File: src/rtl/ram_port_arbiter_pkg.sv
// Shared types and default widths for the data-RAM port arbiter.
package ram_port_arbiter_pkg;

  localparam int unsigned DefAddrW = 32;
  localparam int unsigned DefDataW = 32;

  typedef enum logic [1:0] {
    StIdle = 2'd0,
    StCpu  = 2'd1,
    StDbg  = 2'd2
  } arb_state_e;

  typedef enum logic [1:0] {
    OwnNone = 2'd0,
    OwnP0   = 2'd1,
    OwnP1   = 2'd2
  } owner_e;

endpackage

File: src/rtl/ram_arb_starve_ctr.sv
// Saturating count of cycles the debug port has waited behind the MEM stage.
module ram_arb_starve_ctr #(
  parameter int unsigned STARVE_MAX = 4
) (
  input  logic clk_i,
  input  logic rst_ni,
  input  logic dbg_req_i,
  input  logic cpu_gnt_i,
  input  logic dbg_gnt_i,
  output logic force_dbg_o
);

  localparam int unsigned CntW = $clog2(STARVE_MAX + 2);
  localparam logic [CntW-1:0] CntMax = CntW'(STARVE_MAX);

  logic [CntW-1:0] cnt_q, cnt_d;

  always_comb begin
    cnt_d = cnt_q;
    if (dbg_gnt_i || !dbg_req_i) begin
      cnt_d = '0;
    end else if (cpu_gnt_i && (cnt_q != CntMax)) begin
      cnt_d = cnt_q + CntW'(1);
    end
  end

  always_ff @(posedge clk_i or negedge rst_ni) begin
    if (!rst_ni) begin
      cnt_q <= '0;
    end else begin
      cnt_q <= cnt_d;
    end
  end

  assign force_dbg_o = (cnt_q == CntMax);

endmodule

File: src/rtl/ram_port_arbiter.sv
// Two-port arbiter for the single-port data RAM (port 0 = MEM stage, port 1 = debug loader).
// Optional perf counters enabled by defining RAM_ARB_PERF_CNT_EN.
module ram_port_arbiter
  import ram_port_arbiter_pkg::*;
#(
  parameter int unsigned ADDR_W     = DefAddrW,
  parameter int unsigned DATA_W     = DefDataW,
  parameter int unsigned STARVE_MAX = 4
) (
  input  logic              clk,
  input  logic              reset,
  input  logic              cpu_req,
  input  logic              cpu_we,
  input  logic [ADDR_W-1:0] cpu_addr,
  input  logic [DATA_W-1:0] cpu_wdata,
  output logic              cpu_gnt,
  output logic              cpu_rvalid,
  output logic [DATA_W-1:0] cpu_rdata,
  output logic              cpu_stall,
  input  logic              dbg_req,
  input  logic              dbg_we,
  input  logic [ADDR_W-1:0] dbg_addr,
  input  logic [DATA_W-1:0] dbg_wdata,
  input  logic              dbg_lock,
  output logic              dbg_gnt,
  output logic              dbg_rvalid,
  output logic [DATA_W-1:0] dbg_rdata,
  output logic              ram_we,
  output logic              ram_re,
  output logic [ADDR_W-1:0] ram_addr,
  output logic [DATA_W-1:0] ram_wdata,
  input  logic [DATA_W-1:0] ram_rdata
`ifdef RAM_ARB_PERF_CNT_EN
  ,
  output logic [31:0]       cpu_stall_cycles,
  output logic [31:0]       dbg_grant_count
`endif
);

  arb_state_e        state_q, state_d;
  owner_e            rd_owner_q, rd_owner_d;
  logic [DATA_W-1:0] cpu_rdata_q, dbg_rdata_q;
  logic              force_dbg;

  ram_arb_starve_ctr #(
    .STARVE_MAX(STARVE_MAX)
  ) u_starve (
    .clk_i      (clk),
    .rst_ni     (reset),
    .dbg_req_i  (dbg_req),
    .cpu_gnt_i  (cpu_gnt),
    .dbg_gnt_i  (dbg_gnt),
    .force_dbg_o(force_dbg)
  );

  always_ff @(posedge clk or negedge reset) begin
    if (!reset) begin
      state_q    <= StIdle;
      rd_owner_q <= OwnNone;
    end else begin
      state_q    <= state_d;
      rd_owner_q <= rd_owner_d;
    end
  end

  always_comb begin
    state_d = StIdle;
    if (cpu_gnt) begin
      state_d = StCpu;
    end else if (dbg_gnt) begin
      state_d = StDbg;
    end
    rd_owner_d = OwnNone;
    if (cpu_gnt && !cpu_we) begin
      rd_owner_d = OwnP0;
    end else if (dbg_gnt && !dbg_we) begin
      rd_owner_d = OwnP1;
    end
  end

  // Requests are masked while reset is held so every output reads zero.
  always_comb begin
    cpu_gnt = 1'b0;
    dbg_gnt = 1'b0;
    if (reset) begin
      if ((state_q == StDbg) && dbg_lock && dbg_req) begin
        dbg_gnt = 1'b1;
      end else if (cpu_req && dbg_req) begin
        dbg_gnt = force_dbg;
        cpu_gnt = !force_dbg;
      end else begin
        cpu_gnt = cpu_req;
        dbg_gnt = dbg_req;
      end
    end
  end

  always_comb begin
    ram_we    = 1'b0;
    ram_re    = 1'b0;
    ram_addr  = '0;
    ram_wdata = '0;
    if (cpu_gnt) begin
      ram_we    = cpu_we;
      ram_re    = !cpu_we;
      ram_addr  = cpu_addr;
      ram_wdata = cpu_wdata;
    end else if (dbg_gnt) begin
      ram_we    = dbg_we;
      ram_re    = !dbg_we;
      ram_addr  = dbg_addr;
      ram_wdata = dbg_wdata;
    end
  end

  assign cpu_stall = reset & cpu_req & ~cpu_gnt;

  // Read data passes straight through in the return cycle and is held afterwards.
  always_ff @(posedge clk or negedge reset) begin
    if (!reset) begin
      cpu_rdata_q <= '0;
      dbg_rdata_q <= '0;
    end else begin
      if (rd_owner_q == OwnP0) cpu_rdata_q <= ram_rdata;
      if (rd_owner_q == OwnP1) dbg_rdata_q <= ram_rdata;
    end
  end

  assign cpu_rvalid = (rd_owner_q == OwnP0);
  assign dbg_rvalid = (rd_owner_q == OwnP1);
  assign cpu_rdata  = cpu_rvalid ? ram_rdata : cpu_rdata_q;
  assign dbg_rdata  = dbg_rvalid ? ram_rdata : dbg_rdata_q;

`ifdef RAM_ARB_PERF_CNT_EN
  always_ff @(posedge clk or negedge reset) begin
    if (!reset) begin
      cpu_stall_cycles <= '0;
      dbg_grant_count  <= '0;
    end else begin
      if (cpu_stall) cpu_stall_cycles <= cpu_stall_cycles + 32'd1;
      if (dbg_gnt)   dbg_grant_count  <= dbg_grant_count + 32'd1;
    end
  end
`endif

endmodule

File: config.mk
export PLATFORM = sky130hd
export DESIGN_NAME = ram_port_arbiter
export DESIGN_NICKNAME = d
export VERILOG_FILES = /design/src/rtl/ram_port_arbiter_pkg.sv /design/src/rtl/ram_arb_starve_ctr.sv /design/src/rtl/ram_port_arbiter.sv
export SDC_FILE = /design/constraint.sdc
export NUM_CORES = 1
export LEC_CHECK = 0
export BUFFER_PORTS_ARGS = -buffer_cell sky130_fd_sc_hd__clkbuf_2
export CAP_MARGIN = 30
export CORE_AREA = 4 4 116 118
export CTS_CLUSTER_SIZE = 14
export DETAILED_ROUTE_END_ITERATION = 10
export DIE_AREA = 0 0 120 122
export PLACE_DENSITY = 0.65
export SYNTH_ARGS = -nofsm -noshare
export SYNTH_HDL_FRONTEND = slang
export SYNTH_SLANG_ARGS = --single-unit
File: constraint.sdc
create_clock -name clk -period 1.9 [get_ports clk]
set_input_delay 0.38 -clock clk [delete_from_list [all_inputs] [get_ports clk]]
set_output_delay 0.38 -clock clk [all_outputs]
set_load 0.01 [all_outputs]
Yosys cells after proc, flatten, opt, wreduce, memory -nomap -nowiden

Cells that the tools add are included.

Logic and storage cells: 48
Register bits after elaboration: 71
Output and inout port bits: 135

Bitwise logic cells: 3
Mux-type cells: 22
Add/subtract/negate cells: 1
Equal/unequal tests: 5
Reductions and logical operators: 12

Operators with widths:

| cell                | count |
|---|---|
| $mux 32             | 6 |
| $mux 1              | 10 |
| $mux 2              | 4 |
| $logic_and 1x1->1   | 6 |
| $mux 3              | 2 |
| $eq 2x2->1 const B  | 2 |
| $logic_not 1->1     | 4 |
| $add 3x1->3 const B | 1 |
| $eq 3x3->1 const B  | 1 |
| $ne 3x3->1 const B  | 1 |
| $and 1x1->1         | 2 |
| $eq 2x1->1 const B  | 1 |
| $reduce_bool 2->1   | 1 |
| $logic_or 1x1->1    | 1 |
| $not 1->1           | 1 |

Depth between registers and ports, before layout

Gate-level depths: netlist of the first run.

Depth in word-level cells: 8
Gate-level depth with buffers: 7

Modules after synthesis

From an unflattened synthesis of the first run, not the netlist that was laid out.

Cells, all modules: 254
Area, all modules: 3,403.3 um^2

By module, submodules not included:

| module             | area each (um^2) | cells an instance | instances |
|---|---|---|---|
| ram_port_arbiter   | 3,200.6          | 236               | 1 |
| ram_arb_starve_ctr | 202.7            | 18                | 1 |

Worst setup path before layout of the first run

Ideal clock, no wire load.

Path kind: register to output
Start point: register u_starve.cnt_q[0]
End point: output port ram_addr[0]
Data arrival time: 1.546 ns
Buffers on the path: 2
Data required time: 1.520 ns
Path slack: -0.026 ns
Cell stages (with the launch flop): 8
Cells stage by stage: dfrtp_1 -> inv_1 -> ha_1 -> a21bo_1 -> o211a_1 -> buf_6 -> buf_6 -> a32o_1

Longest elaborated chain between the ends: 6

RTL lines:

| item                                      | line                                            | text |
|---|---|---|
| from (decl)                               | ram_arb_starve_ctr.sv:16                        | `logic [CntW-1:0] cnt_q, cnt_d;` |
| from (signal assigned)                    | ram_arb_starve_ctr.sv:31                        | `cnt_q <= cnt_d;` |
| $eq 3x3->1 *                              | ram_arb_starve_ctr.sv:35                        | `assign force_dbg_o = (cnt_q == CntMax);` |
| $mux 1 or $logic_not 1->1 (tied branches) | ram_port_arbiter.sv:88, ram_port_arbiter.sv:90  |  |
| $mux 1 (on tied branches)                 | ram_port_arbiter.sv:86, ram_port_arbiter.sv:88  |  |
| $mux 1 (on tied branches)                 | ram_port_arbiter.sv:85, ram_port_arbiter.sv:86  |  |
| $mux 32 or $mux 1 (tied branches)         | ram_port_arbiter.sv:108, ram_port_arbiter.sv:85 |  |
| $mux 32 *                                 | ram_port_arbiter.sv:103                         | `if (cpu_gnt) begin` |
| to (decl)                                 | ram_port_arbiter.sv:30                          | `output logic [ADDR_W-1:0] ram_addr,` |

Every way passes the cells marked *; elsewhere a longest branch is shown, timed or not.

Final worst setup path of the first run

Start point: register u_starve.cnt_q[0]
End point: output port ram_addr[29]

Same word-level chain as after synthesis.

==> results.sh, run 1 <==
export IMPL_worstPathArrival_ns=1.99
export IMPL_die_h_um=122
export IMPL_cts_htree_levels=3
export IMPL_r2r_end="rd_owner_q[1]"
export IMPL_drtPass1Iterations=4
export IMPL_fin_cells=789
export IMPL_grt_ovfl_total=0
export IMPL_maxCapViolCount=0
export IMPL_path_delay_family="compound AO/OA/AOI/OAI gates"
export IMPL_clk_pin_slew_ns=0.05
export IMPL_ys_seq_area_share_pct=49.79
export IMPL_synth_area_um2=3568
export IMPL_grt_usage_pct=23.06
export IMPL_dieArea_um2=14640
export IMPL_core_rowCount=41
export IMPL_p_leak_nw=3.657
export IMPL_rsz0062_at_grt="true"
export IMPL_drive_gt1_share_pct=75.36
export IMPL_grt_pass1_wl_um=25190
export IMPL_diodes=0
export IMPL_final_cell_mix="clkbuf_2 (235), dfrtp_1 (71), mux2_4 (64)"
export IMPL_final_setup_skew_ns=0.007307
export IMPL_synthCells=268
export IMPL_grt_pass1_vias=4151
export IMPL_place_ws_ns=-0.1488
export IMPL_regToRegSetupSlack_ns=0.33
export IMPL_start_kind="flip-flop"
export IMPL_path_cells="inv_2 -> ha_4 -> a21bo_1 -> o211a_4 -> buf_12 -> a32o_1 -> clkbuf_8"
export IMPL_cts_root_buf="clkbuf_16"
export IMPL_fin_crit_ns=2.366
export IMPL_grt_max_degree=63
export IMPL_place_inst=733
export IMPL_outcome="finished with violations"
export IMPL_wire_per_inst_um=23.89
export IMPL_powerDensity_nw_per_um2=864.5
export IMPL_portBuffers=301
export IMPL_chipWidth_um=120
export IMPL_wirelength_um=18850
export IMPL_slowest_stage="dfrtp_1"
export IMPL_worst_pin_slew_ns=0.5821
export IMPL_grt_antenna_before_repair=0
export IMPL_drc=0
export IMPL_min_period_over_period_pct=124.5
export IMPL_core_area_um2=12470
export IMPL_numCtsBuffers=9
export IMPL_fin_hold_ws_ns=0.02909
export IMPL_ys_ff_latch=71
export IMPL_ir_worst_vdd_mv=0.4135
export IMPL_ant_nets=0
export IMPL_cts_sinks=71
export IMPL_nets=781
export IMPL_min_path_type="in -> async"
export IMPL_max_stage_delay_ns=0.38
export IMPL_fillCellCount=1062
export IMPL_crit_path_max_fanout=16
export IMPL_finalSetupViolations=133
export IMPL_r2r_start="u_starve.cnt_q[0]"
export IMPL_reg2reg_depth=6
export IMPL_syn_avg_cell_area_um2=13.32
export IMPL_pin_count=302
export IMPL_routed_via_density=5.089
export IMPL_synthDistinctLibCells=30
export IMPL_area_delta_synth_final_pct=93.55
export IMPL_clockBufferDepth=2
export IMPL_yosysWarnings=0
export IMPL_slew_headroom_pct=61.19
export IMPL_final_common_cell="clkbuf_2"
export IMPL_violations="negative setup slack"
export IMPL_cts_tree="built"
export IMPL_via_count=4015
export IMPL_syn_nets=437
export IMPL_cp_data_required_time_ns=1.52
export IMPL_hold_viol_final=0
export IMPL_gp_congestion=0.9391
export IMPL_timing_fmax_mhz=422.7
export IMPL_insertion_delay_ns=0.33
export IMPL_setup_ws_ns=-0.4660
export IMPL_ff_latch_area_um2=1777
export IMPL_hpwl_um=13220
export IMPL_criticalPathCategory="reg -> out"
export IMPL_drtIter0Drc=247
export IMPL_worst_path_buf_inv=3
export IMPL_crit_cells=7
export IMPL_maxSlewViolCount=0
export IMPL_initial_core_util_pct=28.63
export IMPL_end_kind="output port"
export IMPL_multi_input_area_um2=1914
-- logic make-up (layout without fill, tap and decap cells) --
family | after synthesis | count (layout) | share of synthesized area, %
AOI/OAI and AO/OA | 77 | 77 | 20.90
adders and majority gates | 2 | 2 | 0.7012
buffers and inverters | 35 | 384 | 5.154
DFF | 71 | 71 | 49.79
muxes | 64 | 64 | 20.20
and+or+nand+nor | 19 | 19 | 3.261
-- layout make-up --
cell class,instances,area share (%)
Timing Repair Buffer,363,38.73
Multi-Input combinational cell,162,27.72
Sequential cell,71,25.72
Clock buffer,10,3.460
Tap cell,172,3.116
Clock inverter,6,0.9783
Inverter,5,0.2717
-- worst reg2reg max path, cell delays in order (launching register included) --
cell and delay, ns:
dfrtp_1 0.38, inv_2 0.07, ha_4 0.16, a21bo_1 0.19, o211a_4 0.31, clkbuf_16 0.20, and2_1 0.16
-- worst max-delay path by stage --
| stage | start | endpoint |
|---|---|---|
| 2_1_floorplan | u_starve.cnt_q[0] | ram_addr[0] |
| 3_3_place_gp | u_starve.cnt_q[0] | ram_addr[29] |
| 3_5_place_dp | u_starve.cnt_q[0] | ram_addr[29] |
| 4_1_cts | u_starve.cnt_q[0] | ram_wdata[11] |
| 5_1_grt | u_starve.cnt_q[0] | ram_wdata[10] |
| 6_report | u_starve.cnt_q[0] | ram_addr[29] |
-- cells in the mapped netlist (all sizes together) --
cell type / count / area, um^2
a31oi: 1 / 6.260
nand3: 1 / 5.000
mux2: 64 / 720.7
nor4b: 1 / 8.760
and3b: 1 / 8.760
nor2: 3 / 11.26
o21a: 2 / 15.01
o2bb2ai: 1 / 8.760
nor2b: 1 / 6.260
nand4: 2 / 12.51
o211a: 2 / 20.02
o21ai: 1 / 5.000
ha: 2 / 25.02
and4b: 1 / 10.01
buf: 20 / 127.6
o31ai: 2 / 15.01
a211oi: 2 / 15.01
a21bo: 1 / 10.01
inv: 5 / 18.77
nor4: 1 / 6.260
dfrtp: 71 / 1777
nand2: 2 / 7.510
and2: 3 / 18.77
a32o: 65 / 650.6
clkbuf: 10 / 37.54
nand4b: 1 / 8.760
nand2b: 2 / 12.51
-- metal layers --
layer	share of wire [%]	vias to the layer above	routed length [um]	global-route usage, %
li1	-	1768	-	-
met1	39	2014	7322	27.90
met2	52	215	9788	40.96
met3	7.9	18	1496	6.592
met4	1.3	0	240	4.868
met5	0	-	0	0
-- through the flow --
| stage | TNS [ns] | instance area [um^2] | total power, mW | utilization (%) |
|---|---|---|---|---|
| after floorplan | -0.1924 | 3583 | 2.658 | - |
| after global placement | -5.093 | 5400 | 3.421 | 43.32 |
| after detailed placement | -8.130 | 5400 | 3.465 | 43.32 |
| after CTS | -38.87 | 6411 | 5.508 | 51.43 |
| after global routing | -46.29 | 6907 | 6.248 | 55.41 |
| final | -37.91 | 6907 | 5.971 | 55.41 |
-- registers in the layout, indices dropped and copies added (netlist names) --
name            cells
cpu_rdata_q        32
u_starve.cnt_q      3
dbg_rdata_q        32
state_q             2
rd_owner_q          2
-- repair_timing --
item	4_1_cts	5_1_grt
endpoints found under the setup margin	133	133
gates resized for setup	89	146
pin swaps	3	1
buffers inserted	16	19
gates cloned	10	3
hold buffers	0	0
-- report_power, final --
group          switching [mW]  total (mW)  internal [mW]
combinational           0.956        2.36           1.41
clock                   0.633        1.69           1.05
sequential             0.0960        1.92           1.82
No activity file was read; power rests on OpenSTA's default activity.
==> inputs of run 2 (changes only) <==
- PLACE_DENSITY: 0.65 -> 0.69
==> results.sh, run 2 (synthesis results as in run 1) <==
export IMPL_outcome="finished with violations"
export IMPL_violations="negative setup slack"
export IMPL_diodes=0
export IMPL_chipWidth_um=120
export IMPL_die_h_um=122
export IMPL_maxSlewViolCount=0
export IMPL_final_setup_skew_ns=0.006224
export IMPL_switching_share_pct=29.58
export IMPL_final_cell_mix="clkbuf_2 (237), dfrtp_1 (71), mux2_4 (62)"
export IMPL_dieArea_um2=14640
export IMPL_utilization_pct=55.79
export IMPL_cts_root_buf="clkbuf_16"
export IMPL_grt_antenna_before_repair=2
export IMPL_wire_per_inst_um=24.53
export IMPL_ir_worst_vdd_mv=0.3710
export IMPL_wirelength_um=19500
export IMPL_setup_tns_ns=-33.98
export IMPL_pwr_share_seq_pct=32.8
export IMPL_pin_count=302
export IMPL_numCtsBuffers=9
export IMPL_grt_pass1_wl_um=27040
export IMPL_cp_data_required_time_ns=1.52
export IMPL_nets=787
export IMPL_via_count=4074
export IMPL_worstPathArrival_ns=1.94
export IMPL_routed_via_density=5.125
export IMPL_area_delta_synth_final_pct=94.88
export IMPL_fin_crit_ns=2.323
export IMPL_clockPowerShare_pct=26.3
export IMPL_crit_path_max_fanout=30
export IMPL_maxCapViolCount=0
export IMPL_crit_start="u_starve.cnt_q[0]"
export IMPL_rsz0062_at_grt="true"
export IMPL_final_common_cell="clkbuf_2"
export IMPL_clockBufferDepth=2
export IMPL_reg_top3="cpu_rdata_q x32, dbg_rdata_q x32, u_starve.cnt_q x3"
export IMPL_drtIter0Drc=349
export IMPL_cts_tree="built"
export IMPL_portBuffers=301
export IMPL_switchingPower_mw=1.733
export IMPL_powerDensity_nw_per_um2=842.5
export IMPL_initial_core_util_pct=28.63
export IMPL_setup_ws_ns=-0.4229
export IMPL_drtPass1Iterations=4
export IMPL_grt_max_degree=67
export IMPL_p_int_mw=4.126
export IMPL_insertion_delay_ns=0.32
export IMPL_core_area_um2=12470
export IMPL_place_ws_ns=-0.1594
export IMPL_start_kind="flip-flop"
export IMPL_grt_ovfl_total=0
export IMPL_worst_pin_slew_ns=0.8395
export IMPL_finalSetupViolations=130
export IMPL_drive_gt1_share_pct=76.73
export IMPL_min_period_over_period_pct=122.3
export IMPL_slew_headroom_pct=44.03
export IMPL_timing_fmax_mhz=430.5
export IMPL_end_kind="output port"
export IMPL_hold_viol_final=0
export IMPL_core_rowCount=41
export IMPL_p_total_mw=5.859
export IMPL_ant_nets=0
export IMPL_grt_pass1_vias=4235
export IMPL_p_comb_share_pct=40.9
export IMPL_fillCellCount=1057
export IMPL_cts_sinks=71
export IMPL_grt_usage_pct=24.87
export IMPL_min_delay_start="ram_rdata[30]"
export IMPL_cts_htree_levels=3
export IMPL_criticalPathCategory="reg -> out"
export IMPL_fin_area_um2=6954
export IMPL_gp_congestion=0.9596
export IMPL_hpwl_um=14230
export IMPL_clk_pin_slew_ns=0.06
export IMPL_p_leak_nw=3.702
export IMPL_postPlaceCellArea_um2=5430
export IMPL_r2r_start="rd_owner_q[0]"
export IMPL_drc=0
export IMPL_min_path_type="in -> reg"
-- run 2: cell types whose count changed in the layout (fill, tap and decap cells not counted), moves of 2 or more --
cell / before / now
buf_4: 34 / 41
mux2_2: 0 / 2
buf_6: 63 / 59
clkbuf_16: 12 / 10
buf_12: 8 / 13
mux2_4: 64 / 62
buf_2: 5 / 3
clkbuf_2: 235 / 237
nor2_4: 0 / 2
a32o_1: 53 / 49
a32o_2: 12 / 16
clkinv_2: 1 / 3
buf_8: 10 / 8
-- run 2: worst max-delay path, stage by stage, from the launching register on --
cell and delay, ns:
dfrtp_1 0.36, inv_2 0.07, ha_4 0.16, a21bo_1 0.19, o211a_4 0.27, buf_12 0.17, a32o_2 0.25, clkbuf_2 0.13
-- run 2: power by group through the flow --
stage | Clock, mW | Sequential [mW] | Combinational [mW]
5_1_grt | 1.64 | 1.95 | 2.51
2_1_floorplan | 0 | 1.89 | 0.767
3_5_place_dp | 0 | 1.93 | 1.55
3_3_place_gp | 0 | 1.90 | 1.52
4_1_cts | 1.57 | 1.91 | 1.89
6_report | 1.54 | 1.92 | 2.40
-- run 2: per-stage QoR --
step / hold slack [ns] / cells
2_1_floorplan: 0.08441 / 268
3_3_place_gp: 0.1830 / 733
3_5_place_dp: 0.1843 / 733
4_1_cts: 0.3020 / 787
5_1_grt: 0.3100 / 795
6_report: 0.3173 / 795
-- run 2: what timing repair did --
item,4_1_cts,5_1_grt
pin swaps,4,1
endpoints found under the hold margin,5,0
hold buffers,1,0
setup endpoints to repair,130,134
buffers inserted,29,12
cloned,8,1
gates resized for setup,86,152
-- run 2: path summary, 6_finish.rpt --
kind | slack (ns) | cells past startpoint | end
max | -0.42 | 7 | ram_wdata[27]
min | 0.32 | 2 | cpu_rdata_q[30]
max reg2reg | 0.27 | 6 | dbg_rdata_q[7]
min reg2reg | 0.50 | 1 | cpu_rdata_q[19]
max in group asynchronous | 0.26 | 4 | cpu_rdata_q[31]
min in group asynchronous | 0.42 | 2 | state_q[1]
-- run 2: layout make-up --
type	count	area (um^2)	area share (%)
Tap cell	172	215.2	3.095
Clock inverter	7	47.55	0.6837
Sequential cell	71	1777	25.55
Inverter	5	18.77	0.2699
Clock buffer	9	225.2	3.239
Multi-Input combinational cell	162	1931	27.76
Timing Repair Buffer	369	2740	39.40
-- run 2: routing by layer --
layer	up-vias	track usage (%)	routed length [um]
li1	1785	-	-
met1	2043	28.67	7113
met2	208	43.48	10180
met3	34	7.985	1616
met4	4	8.805	559
met5	-	0	33
==> inputs of run 3 (changes only) <==
- SKIP_CTS_REPAIR_TIMING: default -> 1
==> results.sh, run 3 (synthesis results as in run 1) <==
export IMPL_drtIter0Drc=321
export IMPL_slowest_stage="dfrtp_1"
export IMPL_drtPass1Iterations=5
export IMPL_portBuffers=301
export IMPL_hold_viol_final=0
export IMPL_utilization_pct=56.19
export IMPL_clockBufferDepth=2
export IMPL_criticalPathCategory="reg -> out"
export IMPL_grt_ovfl_total=0
export IMPL_insertion_delay_ns=0.32
export IMPL_final_common_cell="clkbuf_2"
export IMPL_grt_usage_pct=22.46
export IMPL_place_inst=733
export IMPL_cp_data_required_time_ns=1.52
export IMPL_grt_max_degree=67
export IMPL_rsz0062_at_grt="true"
export IMPL_powerDensity_nw_per_um2=831.5
export IMPL_fin_hold_ws_ns=0.3224
export IMPL_clk_pin_slew_ns=0.06
export IMPL_chipWidth_um=120
export IMPL_worstPathArrival_ns=1.97
export IMPL_maxSlewViolCount=0
export IMPL_max_stage_delay_ns=0.36
export IMPL_dieArea_um2=14640
export IMPL_cts_root_buf="clkbuf_16"
export IMPL_area_delta_synth_final_pct=96.28
export IMPL_min_path_type="in -> reg"
export IMPL_ant_nets=0
export IMPL_cts_sinks=71
export IMPL_final_cell_mix="clkbuf_2 (229), buf_6 (78), dfrtp_1 (70)"
export IMPL_timing_fmax_mhz=425.0
export IMPL_ir_worst_vdd_mv=0.3808
export IMPL_via_count=4101
export IMPL_cts_htree_levels=3
export IMPL_initial_core_util_pct=28.63
export IMPL_core_area_um2=12470
export IMPL_drc=0
export IMPL_fin_crit_ns=2.353
export IMPL_routed_via_density=5.178
export IMPL_grt_pass1_wl_um=24450
export IMPL_outcome="finished with violations"
export IMPL_numCtsBuffers=9
export IMPL_nets=784
export IMPL_grt_antenna_before_repair=2
export IMPL_pin_count=302
export IMPL_die_h_um=122
export IMPL_hpwl_um=14230
export IMPL_crit_path_max_fanout=15
export IMPL_end_kind="output port"
export IMPL_core_rowCount=41
export IMPL_violations="negative setup slack"
export IMPL_gp_congestion=0.9596
export IMPL_worst_pin_slew_ns=0.8227
export IMPL_r2r_start="u_starve.cnt_q[0]"
export IMPL_maxCapViolCount=0
export IMPL_path_cells="inv_2 -> ha_4 -> a21bo_1 -> o211a_4 -> clkbuf_16 -> a32o_1 -> clkbuf_2"
export IMPL_cts_tree="built"
export IMPL_diodes=0
export IMPL_min_period_over_period_pct=123.8
export IMPL_crit_start="u_starve.cnt_q[0]"
export IMPL_fin_cells=792
export IMPL_wire_per_inst_um=25.14
export IMPL_p_leak_nw=3.708
export IMPL_drive_gt1_share_pct=76.45
export IMPL_start_kind="flip-flop"
export IMPL_finalSetupViolations=134
export IMPL_wirelength_um=19910
export IMPL_slew_headroom_pct=45.15
export IMPL_final_setup_skew_ns=0.005816
export IMPL_setup_ws_ns=-0.4529
export IMPL_reg_top3="cpu_rdata_q x32, dbg_rdata_q x32, u_starve.cnt_q x3"
export IMPL_grt_pass1_vias=3874
export IMPL_min_delay_start="ram_rdata[12]"
-- run 3: changes by cell type in the layout (fill, tap and decap cells not counted), sizes merged --
cell | before | now
buf | 129 | 125
clkbuf | 248 | 249
-- run 3: through the flow --
step / cell area, um^2 / total power [mW] / TNS, ns / worst slack (ns)
floorplan: 3583 / 2.658 / -0.1924 / -0.01087
global placement: 5430 / 3.426 / -6.073 / -0.1376
detailed placement: 5430 / 3.477 / -7.899 / -0.1594
CTS: 5703 / 5.025 / -40.81 / -0.5251
global route: 7004 / 6.072 / -48.30 / -0.5151
finish: 7004 / 5.824 / -40.12 / -0.4529
-- run 3: final timing paths --
path | slack [ns] | cells after the start | endpoint
hold / removal | 0.32 | 2 | dbg_rdata_q[12]
hold reg to reg | 0.49 | 1 | dbg_rdata_q[12]
setup / recovery | -0.45 | 7 | ram_addr[28]
max in group asynchronous | 0.24 | 4 | rd_owner_q[0]
min in group asynchronous | 0.43 | 2 | state_q[1]
setup reg to reg | 0.34 | 6 | rd_owner_q[1]
-- run 3: area by class of cell --
cell class	count	area (um^2)
flip-flops and latches	71	1778
clock buffers	9	225.2
well taps	172	215.2
fillers	1042	5461
multi-input cells	162	1934
repair buffers	366	2785
clock inverters	7	47.55
inverters	5	18.77
-- run 3: routing by layer --
layer  share of wire, %  GRT usage, %  wire length (um)  vias up
met4                2.9         8.304               577        4
li1                   -             -                 -     1773
met2                 52         38.81             10330      216
met1                 37         25.82              7331     2072
met3                8.2         7.660              1641       36
met5               0.17             0                33        -
-- run 3: critical path: cells and delay by family, from the launching register on --
family | cells | cell delay (ns)
adders and majority gates | 1 | 0.16
buffers and inverters | 3 | 0.40
DFF | 1 | 0.36
AOI/OAI and AO/OA | 3 | 0.72
-- run 3: power breakdown --
part	internal (mW)	switching [mW]
Sequential	1.82	0.103
Combinational	1.40	0.970
Clock	0.882	0.643
